===== src/rtl/timer_ctrl.sv =====
// Host-side controller for the timer IO device: register file, arm/settle FSM, tear-free timestamp.
// Optional TIMER_PERIODIC_EN: periodic auto re-arm and overrun detection.
module timer_ctrl #(
    parameter int SETTLE_CYCLES = 2,
    parameter int SYNC_STAGES   = 2
) (
    input  logic        clk,
    input  logic        reset,
    input  logic        we,
    input  logic        re,
    input  logic [2:0]  addr,
    input  logic [31:0] wdata,
    output logic [31:0] rdata,
    output logic        irq,
    output logic [63:0] timer_input,
    output logic        reset_timer,
    output logic        reset_timestamp,
    output logic        enable_clock,
    input  logic        warn,
    input  logic [63:0] timestamp
);
    localparam int CW = $clog2(SETTLE_CYCLES + 2);

    typedef enum logic [2:0] {IDLE, ARM, SETTLE, RUN, EXPIRED} state_t;

    state_t                 state;
    logic [CW-1:0]          settle_cnt;
    logic [SYNC_STAGES-1:0] warn_sync;
    logic [63:0]            load;
    logic [31:0]            ts_hi;
    logic                   irq_en;
    logic                   pending;
    logic                   err;
    logic                   overrun;
    logic                   periodic;
    logic                   warn_s;
    logic                   wr_ctrl;
    logic                   wr_stat;
    logic                   start;
    logic                   stop;
    logic                   running;
    logic                   unused_wdata;

    assign warn_s  = warn_sync[SYNC_STAGES-1];
    assign wr_ctrl = we && (addr == 3'd0);
    assign wr_stat = we && (addr == 3'd1);
    assign start   = wr_ctrl && wdata[1];
    assign stop    = wr_ctrl && wdata[2];
    assign running = (state == ARM) || (state == SETTLE) || (state == RUN);
    assign unused_wdata = &{1'b0, wdata[31:5]};

`ifdef TIMER_PERIODIC_EN
    always_ff @(posedge clk) begin
        if (reset)
            periodic <= 1'b0;
        else if (wr_ctrl)
            periodic <= wdata[5];
    end
`else
    assign periodic = 1'b0;
`endif

    always_ff @(posedge clk) begin
        if (reset)
            warn_sync <= '0;
        else
            warn_sync <= {warn_sync[SYNC_STAGES-2:0], warn};
    end

    always_ff @(posedge clk) begin
        if (reset) begin
            state           <= IDLE;
            settle_cnt      <= '0;
            load            <= '0;
            timer_input     <= '0;
            reset_timer     <= 1'b0;
            reset_timestamp <= 1'b0;
            enable_clock    <= 1'b0;
            irq_en          <= 1'b0;
            pending         <= 1'b0;
            err             <= 1'b0;
            overrun         <= 1'b0;
            irq             <= 1'b0;
        end else begin
            reset_timer     <= 1'b0;
            reset_timestamp <= wr_ctrl && wdata[3];
            irq             <= pending && irq_en;
            if (wr_ctrl) begin
                enable_clock <= wdata[0];
                irq_en       <= wdata[4];
            end
            if (we && addr == 3'd2) load[31:0]  <= wdata;
            if (we && addr == 3'd3) load[63:32] <= wdata;
            if (wr_stat) begin
                if (wdata[1]) pending <= 1'b0;
                if (wdata[2]) err     <= 1'b0;
                if (wdata[3]) overrun <= 1'b0;
            end
            if (stop) begin
                state       <= IDLE;
                timer_input <= '0;
            end else if (start) begin
                if (state == IDLE && load == '0) begin
                    err <= 1'b1;
                end else begin
                    if (state != IDLE) pending <= 1'b0;
                    state       <= ARM;
                    timer_input <= load;
                    reset_timer <= 1'b1;
                end
            end else begin
                case (state)
                    ARM: begin
                        state      <= SETTLE;
                        settle_cnt <= CW'(SETTLE_CYCLES);
                    end
                    SETTLE: begin
                        if (settle_cnt <= CW'(1))
                            state <= RUN;
                        else
                            settle_cnt <= settle_cnt - CW'(1);
                    end
                    RUN: begin
                        if (warn_s) begin
                            pending <= 1'b1;
`ifdef TIMER_PERIODIC_EN
                            if (pending) overrun <= 1'b1;
`endif
                            // periodic re-arm reuses the alarm already armed
                            if (periodic) begin
                                state       <= ARM;
                                reset_timer <= 1'b1;
                            end else begin
                                state <= EXPIRED;
                            end
                        end
                    end
                    EXPIRED: begin
                        if (wr_stat && wdata[1]) begin
                            state       <= IDLE;
                            timer_input <= '0;
                        end
                    end
                    default: state <= IDLE;
                endcase
            end
        end
    end

    // TS_LO read captures the upper half so TS_HI pairs with it
    always_ff @(posedge clk) begin
        if (reset) begin
            rdata <= '0;
            ts_hi <= '0;
        end else if (re) begin
            case (addr)
                3'd0: rdata <= {26'd0, periodic, irq_en, 3'd0, enable_clock};
                3'd1: rdata <= {28'd0, overrun, err, pending, running};
                3'd2: rdata <= load[31:0];
                3'd3: rdata <= load[63:32];
                3'd4: begin
                    rdata <= timestamp[31:0];
                    ts_hi <= timestamp[63:32];
                end
                3'd5: rdata <= ts_hi;
                default: rdata <= '0;
            endcase
        end
    end
endmodule

===== config.mk =====
export PLATFORM = sky130hd
export DESIGN_NAME = timer_ctrl
export DESIGN_NICKNAME = d
export VERILOG_FILES = /design/src/rtl/timer_ctrl.sv
export SDC_FILE = /design/constraint.sdc
export NUM_CORES = 1
export LEC_CHECK = 0
export ABC_AREA = 1
export BUFFER_PORTS_ARGS = -buffer_cell sky130_fd_sc_hd__buf_2
export CELL_PAD_IN_SITES_DETAIL_PLACEMENT = 1
export CELL_PAD_IN_SITES_GLOBAL_PLACEMENT = 2
export CORE_MARGIN = 2
export CORE_UTILIZATION = 29
export DETAILED_ROUTE_END_ITERATION = 16
export PLACE_DENSITY_LB_ADDON = 0.1
export SLEW_MARGIN = 30
export SYNTH_ARGS = -nofsm -noshare
export SYNTH_HDL_FRONTEND = slang
export SYNTH_SLANG_ARGS = --single-unit

===== constraint.sdc =====
create_clock -name clk -period 2 [get_ports clk]
set_input_delay 0.2 -clock clk [delete_from_list [all_inputs] [get_ports clk]]
set_output_delay 0.2 -clock clk [all_outputs]
set_load 0.03 [all_outputs]

-- After elaboration in Yosys (flattened, before gate mapping)
Cells that the tools add are included.
- bits in registers: 206
- latch bits: 0
- memory bits (writable): 0
- ROM bits: 0
- input bits: 104
- output and inout bits: 100
- logic and storage cells: 85
- memories kept: 0
- add/sub/neg operators: 1
- multiply operators: 0
- div/mod/pow operators: 0
- magnitude comparators: 1
- equality and inequality tests: 14
- shift-type cells: 0
- mux-type cells: 27
- bitwise logic cells: 2
- reduce and logical (&&, ||, !) cells: 25
- operators with widths (operator ; number):
    64-bit two-way mux ; 4
    32-bit case mux with 6 select lines ; 1
    64-bit zero test ; 1
    3-bit two-way mux ; 5
    1-bit two-way mux ; 14
    3-bit by 2-bit == test with 1-bit output (second input constant) ; 4
    3-bit case mux with 4 select lines ; 1
    1-bit logical AND ; 10
    3-bit == test (second input constant) ; 3
    4-bit AND reduction ; 2
    3-bit by 1-bit == test with 1-bit output (second input constant) ; 2
    3-bit zero test ; 2
    3-bit inequality test (second input constant) ; 2
    2-bit nonzero test ; 3
    2-bit inequality test (second input constant) ; 2
    2-bit case mux with 2 select lines ; 1
    3-bit by 2-bit inequality test with 1-bit output (second input constant) ; 1
    3-bit AND reduction ; 1
    3-bit nonzero test ; 1
    3-bit OR reduction ; 1
    2-bit by 1-bit <= comparator with 1-bit output (second input constant) ; 1
    1-bit logical OR ; 2
    2-bit two-way mux ; 1
    1-bit inverter ; 2
    other kinds (3) ; 3

-- Longest topological paths before layout
Gate-level depths: netlist of run 1.
- depth in word-level cells: 7
- gate-level depth with buffers: 12
- depth with buffers taken out: 11

-- Worst setup path after synthesis of run 1
No wires, ideal clock.
- path type: register to register
- from: register state[0]
- to: register timer_input[0]
- setup time: 114 ps
- arrival: 1495 ps
- required time: 1886 ps
- path slack: 391 ps
- cell stages (with the launch flop): 13
- path through: dfxtp_1 nor2_1 nand2_1 nor2_1 nand2_1 nor2_1 nand3_1 nand2_2 inv_2 buf_4 buf_2 nand3_1 nand2_1
- cells in the longest elaborated chain, start to end: 4
- elaborated cells between the ends (all ways): 6
- those cells by class: eq/ne: 2; reduce/logical: 4
- RTL lines (element ; line ; RTL):
    start: declaration ; 26 ; state_t state;
    start signal: assignment ; 72 ; state <= IDLE;
    start signal: assignment ; 100 ; state <= IDLE;
    start signal: assignment ; 107 ; state <= ARM;
    3-bit zero test ; 103 ; if (state == IDLE && load == '0) begin
    1-bit logical AND ; 103 ;
    2-bit inequality test (no source line) ; - ;
    3-bit AND reduction (no source line) * ; - ;
    end signal: assignment ; 108 ; timer_input <= load;
    end: declaration ; 15 ; output logic [63:0] timer_input,
Mark *: on every way between the ends. The rest lies on a longest branch, timed or not.
A chain may end at the register's enable or synchronous reset.

-- Final worst setup path of run 1
- from: register load[32]
- to: register timer_input[47]
- cells in the longest elaborated chain, start to end: 4
- RTL lines (element ; line ; RTL):
    start: declaration ; 29 ; logic [63:0] load;
    start signal: assignment ; 93 ; if (we && addr == 3'd3) load[63:32] <= wdata;
    64-bit zero test ; 103 ;
    1-bit logical AND ; 103 ;
    2-bit inequality test (no source line) ; - ;
    3-bit AND reduction (no source line) ; - ;
No other way between the ends.

==> results.cfg, run 1 <==
[place]
routabilityCongestion = 0.8168
io_buffers = 203
place_inst = 1679
pre_cts_ws_ns = 0.008020
dpl.hpwl_um = 22450

[sta]
tightestPinTransition_ns = 0.7740
tns_ns = 0
period_needed_ns = 1.809
finalClockSkew_ns = 0.01750
timing.fmax_mhz = 552.7
setup_viol = 0
min_period_over_period_pct = 90.47
rsz0062_at_grt = false
hold_violations = 0
max-slew-margin-rel_pct = 48.40
fin_ws_ns = 0.1907
drv_slew = 0

[critical_path]
critPathKind = flop to flop
worst_r2r_startpoint = load[32]
worstPathArrival_ns = 2.22
end_kind = flop
critical_path.startpoint_type = flop
r2r_slack_ns = 0.19
rr_endpoint = timer_input[47]
cp_max_fo = 44
crit_required_ns = 2.41
reg2regPathDepth = 11

[floorplan]
dieArea_um2 = 30300
die_y_um = 174.1
fp.dieW_um = 174.1
num_rows = 62
core-area_um2 = 28630
io_pins = 204
initial_core_util_pct = 29.30

[power_and_ir_drop]
p_per_area_nw_per_um2 = 846.8
p_sw_mw = 2.457
switching_share_pct = 25.41
p_seq_share_pct = 44.2
ir_drop_mv = 0.4639
p_leak_nw = 4.955
clkPwrFrac_pct = 46.3
pwr-share-comb_pct = 9.5
p_int_mw = 7.213

[synth]
synth_edf_count = 0
yosysTopAreaCell = dfxtp_1
synth_top_area_share_pct = 49.16
syn_inst = 1132
yosysUniqueCellTypes = 35
async_flop_share_pct = 0
ys_ff_latch = 206
avgSynthCellArea_um2 = 7.410
seq_area_frac_synth_pct = 49.16
ys.flop_type = dfxtp_1
synth.cell_area_um2 = 8388
yosys_warnings = 0
ys_top_cells_by_area = dfxtp_1 (49%), o21ai_0 (9.4%), a21oi_1 (7.9%)
syn-num-nets = 1237

[global_route]
grt_remaining_overflow = 0
grt_start_max_net_pins = 97
grt_pass1_wl_um = 49160
first_global_vias = 8475
gr-usage-all-layers_pct = 20.63
grt_antenna_before_repair = 6

[min_path]
holdPathEnd = load[51]
hold_path_depth = 3
hold_path_class = input pin to flop
hp-start = wdata[19]

[final_layout]
final_common_cell = dfxtp_1
final_cell_mix = dfxtp_1 (206), buf_2 (203), nand2_1 (165)
area_growth_pct = 36.13
drive_gt1_share_pct = 21.97
layout.nets = 1492
n_fill_cell = 3523
finalNonFillerCells = 1789

[clock_network]
cts_buffers = 25
path_clk_slew_ns = 0.06
cts_sinks = 206
htree_levels = 1
insertion_delay_ns = 0.53
tritoncts = done
cts_root_buf = clkbuf_16
max-clock-path-buffers = 3

[routing]
ant_nets = 0
drt-total-wl_um = 32070
drt_iter0_drc = 459
routedWlPerCell_um = 17.93
avgViaCountPerCell = 4.750
vias = 8498
drc = 0
dr.pass1.iters = 4

[outcome]
status = complete, no violations

[flow_run]
maxCapViolCount = 0
[cells in the mapped netlist (all sizes together) (3+ instances only)]
master / number
clkbuf: 50
nor3: 6
dfxtp: 206
a21oi: 133
a22oi: 3
o21ai: 168
o22ai: 27
nand3: 116
nand2: 173
nor2: 95
buf: 26
nand4: 5
inv: 113
[kinds of logic after synthesis]
kind of cell               count (synthesis)  synth area share, %
buffers and inverters                    191                9.263
adders and majority gates                  1               0.1491
AOI/OAI and AO/OA                        336                20.90
DFF                                      206                49.16
and+or+nand+nor                          398                20.52
[power groups by stage]
stage / Sequential [mW] / Clock [mW] / Combinational, mW
after CTS: 4.27 / 4.60 / 0.921
after detailed placement: 4.36 / 0 / 0.823
after global placement: 4.36 / 0 / 0.817
after global routing: 4.28 / 4.77 / 1.03
final: 4.27 / 4.48 / 0.922
after floorplan: 4.39 / 0 / 0.412
[worst max-delay path by stage]
stage / startpoint / end / cells past startpoint
final: load[32] / timer_input[47] / 11
after global routing: load[44] / timer_input[21] / 11
after CTS: state[0] / timer_input[41] / 7
after detailed placement: addr[2] / timer_input[41] / 7
after global placement: addr[2] / timer_input[41] / 7
after floorplan: state[0] / timer_input[0] / 12
[metal layers]
metal  global-route usage, %  up-vias  share of wire [%]
met3                   4.681       39                5.9
met4                   3.817        8                1.4
li1                        -     4276                  -
met1                   30.20     3981                 50
met5                       0        -               0.18
met2                   31.11      194                 42
[critical path, cell delays in order, from the launching register on]
cell	delay, ns
dfxtp_1	0.31
nor2_1	0.15
nand3_1	0.14
nor2_1	0.11
nand2_1	0.06
nor2_1	0.19
nand3_2	0.15
nand2_4	0.13
inv_2	0.07
buf_12	0.17
nand3_1	0.10
nand2_1	0.06
[cell type report]
type / instances / area, µm² / share of cell area (%)
clock buffers: 33 / 685.7 / 6.005
inverters: 115 / 434.2 / 3.802
repair buffers: 304 / 2062 / 18.06
well taps: 384 / 480.5 / 4.208
multi-input cells: 735 / 3521 / 30.83
flip-flops and latches: 206 / 4124 / 36.12
clock inverters: 9 / 103.9 / 0.9095
diodes: 3 / 7.507 / 0.06575
[state kept, by name, summed over array words and instances, names as in the netlist]
register,flops
irq_en,1
rdata,32
settle_cnt,2
err,1
enable_clock,1
reset_timestamp,1
pending,1
reset_timer,1
state,3
ts_hi,32
timer_input,64
warn_sync,2
load,64
irq,1
[what timing repair did]
item,4_1_cts,5_1_grt
setup endpoints to repair,0,65
hold buffers,63,0
buffers inserted,0,1
endpoints found under the hold margin,86,0
resized for setup,0,9
[per-stage QoR]
step / cell area, µm² / utilization, % / hold slack, ns / power [mW]
detailed placement: 9926 / 34.68 / 0.4141 / 5.184
global route: 11410 / 39.86 / 0.02454 / 10.08
global placement: 9926 / 34.68 / 0.4103 / 5.177
finish: 11420 / 39.89 / 0.01238 / 9.669
floorplan: 8388 / - / 0.3070 / 4.807
CTS: 11350 / 39.64 / 0.0004109 / 9.788
Power figures use the tool's default switching activity.
==> inputs of run 2 (changes only) <==
--- a/config.mk
+++ b/config.mk
@@ -7,7 +7,7 @@
 export LEC_CHECK = 0
 export ABC_AREA = 1
 export BUFFER_PORTS_ARGS = -buffer_cell sky130_fd_sc_hd__buf_2
-export CELL_PAD_IN_SITES_DETAIL_PLACEMENT = 1
+export CELL_PAD_IN_SITES_DETAIL_PLACEMENT = 2
 export CELL_PAD_IN_SITES_GLOBAL_PLACEMENT = 2
 export CORE_MARGIN = 2
 export CORE_UTILIZATION = 29
==> run 2 against run 1 <==
Compared with the run above:
- cell area decreased by 1.4%
- count of clock-buffer cells in the layout increased by 2
- critical path depth decreased by 4
- hold slack got worse by 0.0077 ns
- via count increased by 1.3%
- highest routed layer unchanged
==> results.cfg, run 2 (synthesis results as in run 1) <==
[critical_path]
cp_max_fo = 13
end_kind = flop
critPathKind = flop to flop
worstPathArrival_ns = 2.30
critical_path.startpoint_type = flop
crit_required_ns = 2.41

[routing]
drt-total-wl_um = 33810
vias = 8606
avgViaCountPerCell = 4.851
dr.pass1.iters = 5
routedWlPerCell_um = 19.06
drc = 0
drt_iter0_drc = 388
ant_nets = 0

[place]
routabilityCongestion = 0.8168
placed_area_um2 = 9926
io_buffers = 203
dpl.hpwl_um = 23910

[global_route]
grt_antenna_before_repair = 5
first_global_vias = 9086
gr-usage-all-layers_pct = 21.97
grt_remaining_overflow = 0
grt_pass1_wl_um = 52670
grt_start_max_net_pins = 97

[sta]
finalClockSkew_ns = 0.02129
drv_slew = 0
rsz0062_at_grt = false
setup_viol = 0
min_period_over_period_pct = 94.76
tightestPinTransition_ns = 0.7996
period_needed_ns = 1.895
tns_ns = 0
max-slew-margin-rel_pct = 46.63
hold_violations = 0
timing.fmax_mhz = 527.6

[power_and_ir_drop]
switching_share_pct = 25.53
p_sw_mw = 2.412
pwr-share-comb_pct = 9.7
clkPwrFrac_pct = 45.1
p_per_area_nw_per_um2 = 839.5
p_int_mw = 7.036
p_seq_share_pct = 45.2
ir_drop_mv = 0.5660
p_leak_nw = 4.895
total_power_mw = 9.448

[final_layout]
final_cell_mix = dfxtp_1 (206), buf_2 (203), nand2_1 (165)
drive_gt1_share_pct = 22.17
layout.nets = 1480
n_fill_cell = 3343
top_regs = load (64), timer_input (64)
final_common_cell = dfxtp_1
postLayoutCellArea_um2 = 11250
area_growth_pct = 34.17

[floorplan]
die_y_um = 174.1
initial_core_util_pct = 29.30
dieArea_um2 = 30300
core-area_um2 = 28630
fp.dieW_um = 174.1
io_pins = 204
num_rows = 62

[flow_run]
maxCapViolCount = 0

[clock_network]
max-clock-path-buffers = 3
insertion_delay_ns = 0.53
path_clk_slew_ns = 0.06
cts_root_buf = clkbuf_16
tritoncts = done
cts_sinks = 206
htree_levels = 1
cts_buffers = 25

[min_path]
hold_path_class = input pin to flop

[outcome]
status = complete, no violations
run 2: timing repair:
item,CTS,global route
buffers inserted,0,1
setup endpoints to repair,0,64
resized for setup,0,8
hold buffers,51,0
hold endpoints to repair,63,0
run 2: layout make-up:
| class | instances | area [µm²] | share of cell area [%] |
|---|---|---|---|
| sequential | 206 | 4124 | 36.64 |
| antenna | 1 | 2.502 | 0.02223 |
| inverter | 115 | 434.2 | 3.858 |
| clock buffer | 35 | 723.2 | 6.426 |
| multi-input combinational | 735 | 3516 | 31.24 |
| timing repair buffer | 292 | 1942 | 17.25 |
| tap | 384 | 480.5 | 4.269 |
| clock inverter | 6 | 32.53 | 0.2891 |
run 2: worst max-delay path, cell delays in order (launching register included):
cell and delay, ns:
dfxtp_1 0.34, nor2_2 0.15, inv_1 0.10, nor2_1 0.21, nand3b_1 0.31, and2_2 0.41, o21ai_1 0.18, nor2_1 0.07
run 2: layer usage:
metal	up-vias	share of wire, %	GRT usage (%)	routed length, µm
li1	4233	-	-	-
met1	4144	49	31.02	16420
met2	182	44	34.94	14960
met3	41	5.7	4.593	1920
met4	6	1.4	3.887	476
met5	-	0.10	0	34
run 2: worst paths after layout:
kind	start	end	slack, ns	cells after the start
worst max-delay path	state[0]	timer_input[41]	0.10	7
worst min-delay path	wdata[24]	load[56]	0.005	3
worst max register to register	state[0]	timer_input[41]	0.10	7
worst min register to register	ts_hi[22]	ts_hi[22]	0.45	2
run 2: power groups by stage:
stage          Sequential [mW]  Combinational, mW  Clock, mW
2_1_floorplan             4.39              0.412          0
3_3_place_gp              4.36              0.817          0
3_5_place_dp              4.36              0.834          0
4_1_cts                   4.27              0.916       4.37
5_1_grt                   4.28               1.02       4.56
6_report                  4.27              0.916       4.26
run 2: through the flow:
stage | util [%] | hold slack (ns) | worst slack [ns] | instances
final | 39.32 | 0.004660 | 0.1048 | 1774
after global routing | 39.31 | 0.01714 | 0.01018 | 1773
after CTS | 39.10 | 0.001934 | 0.04993 | 1771
after detailed placement | 34.68 | 0.4132 | 0.03874 | 1679
after global placement | 34.68 | 0.4103 | 0.01743 | 1679
after floorplan | - | 0.3070 | 0.3911 | 1132
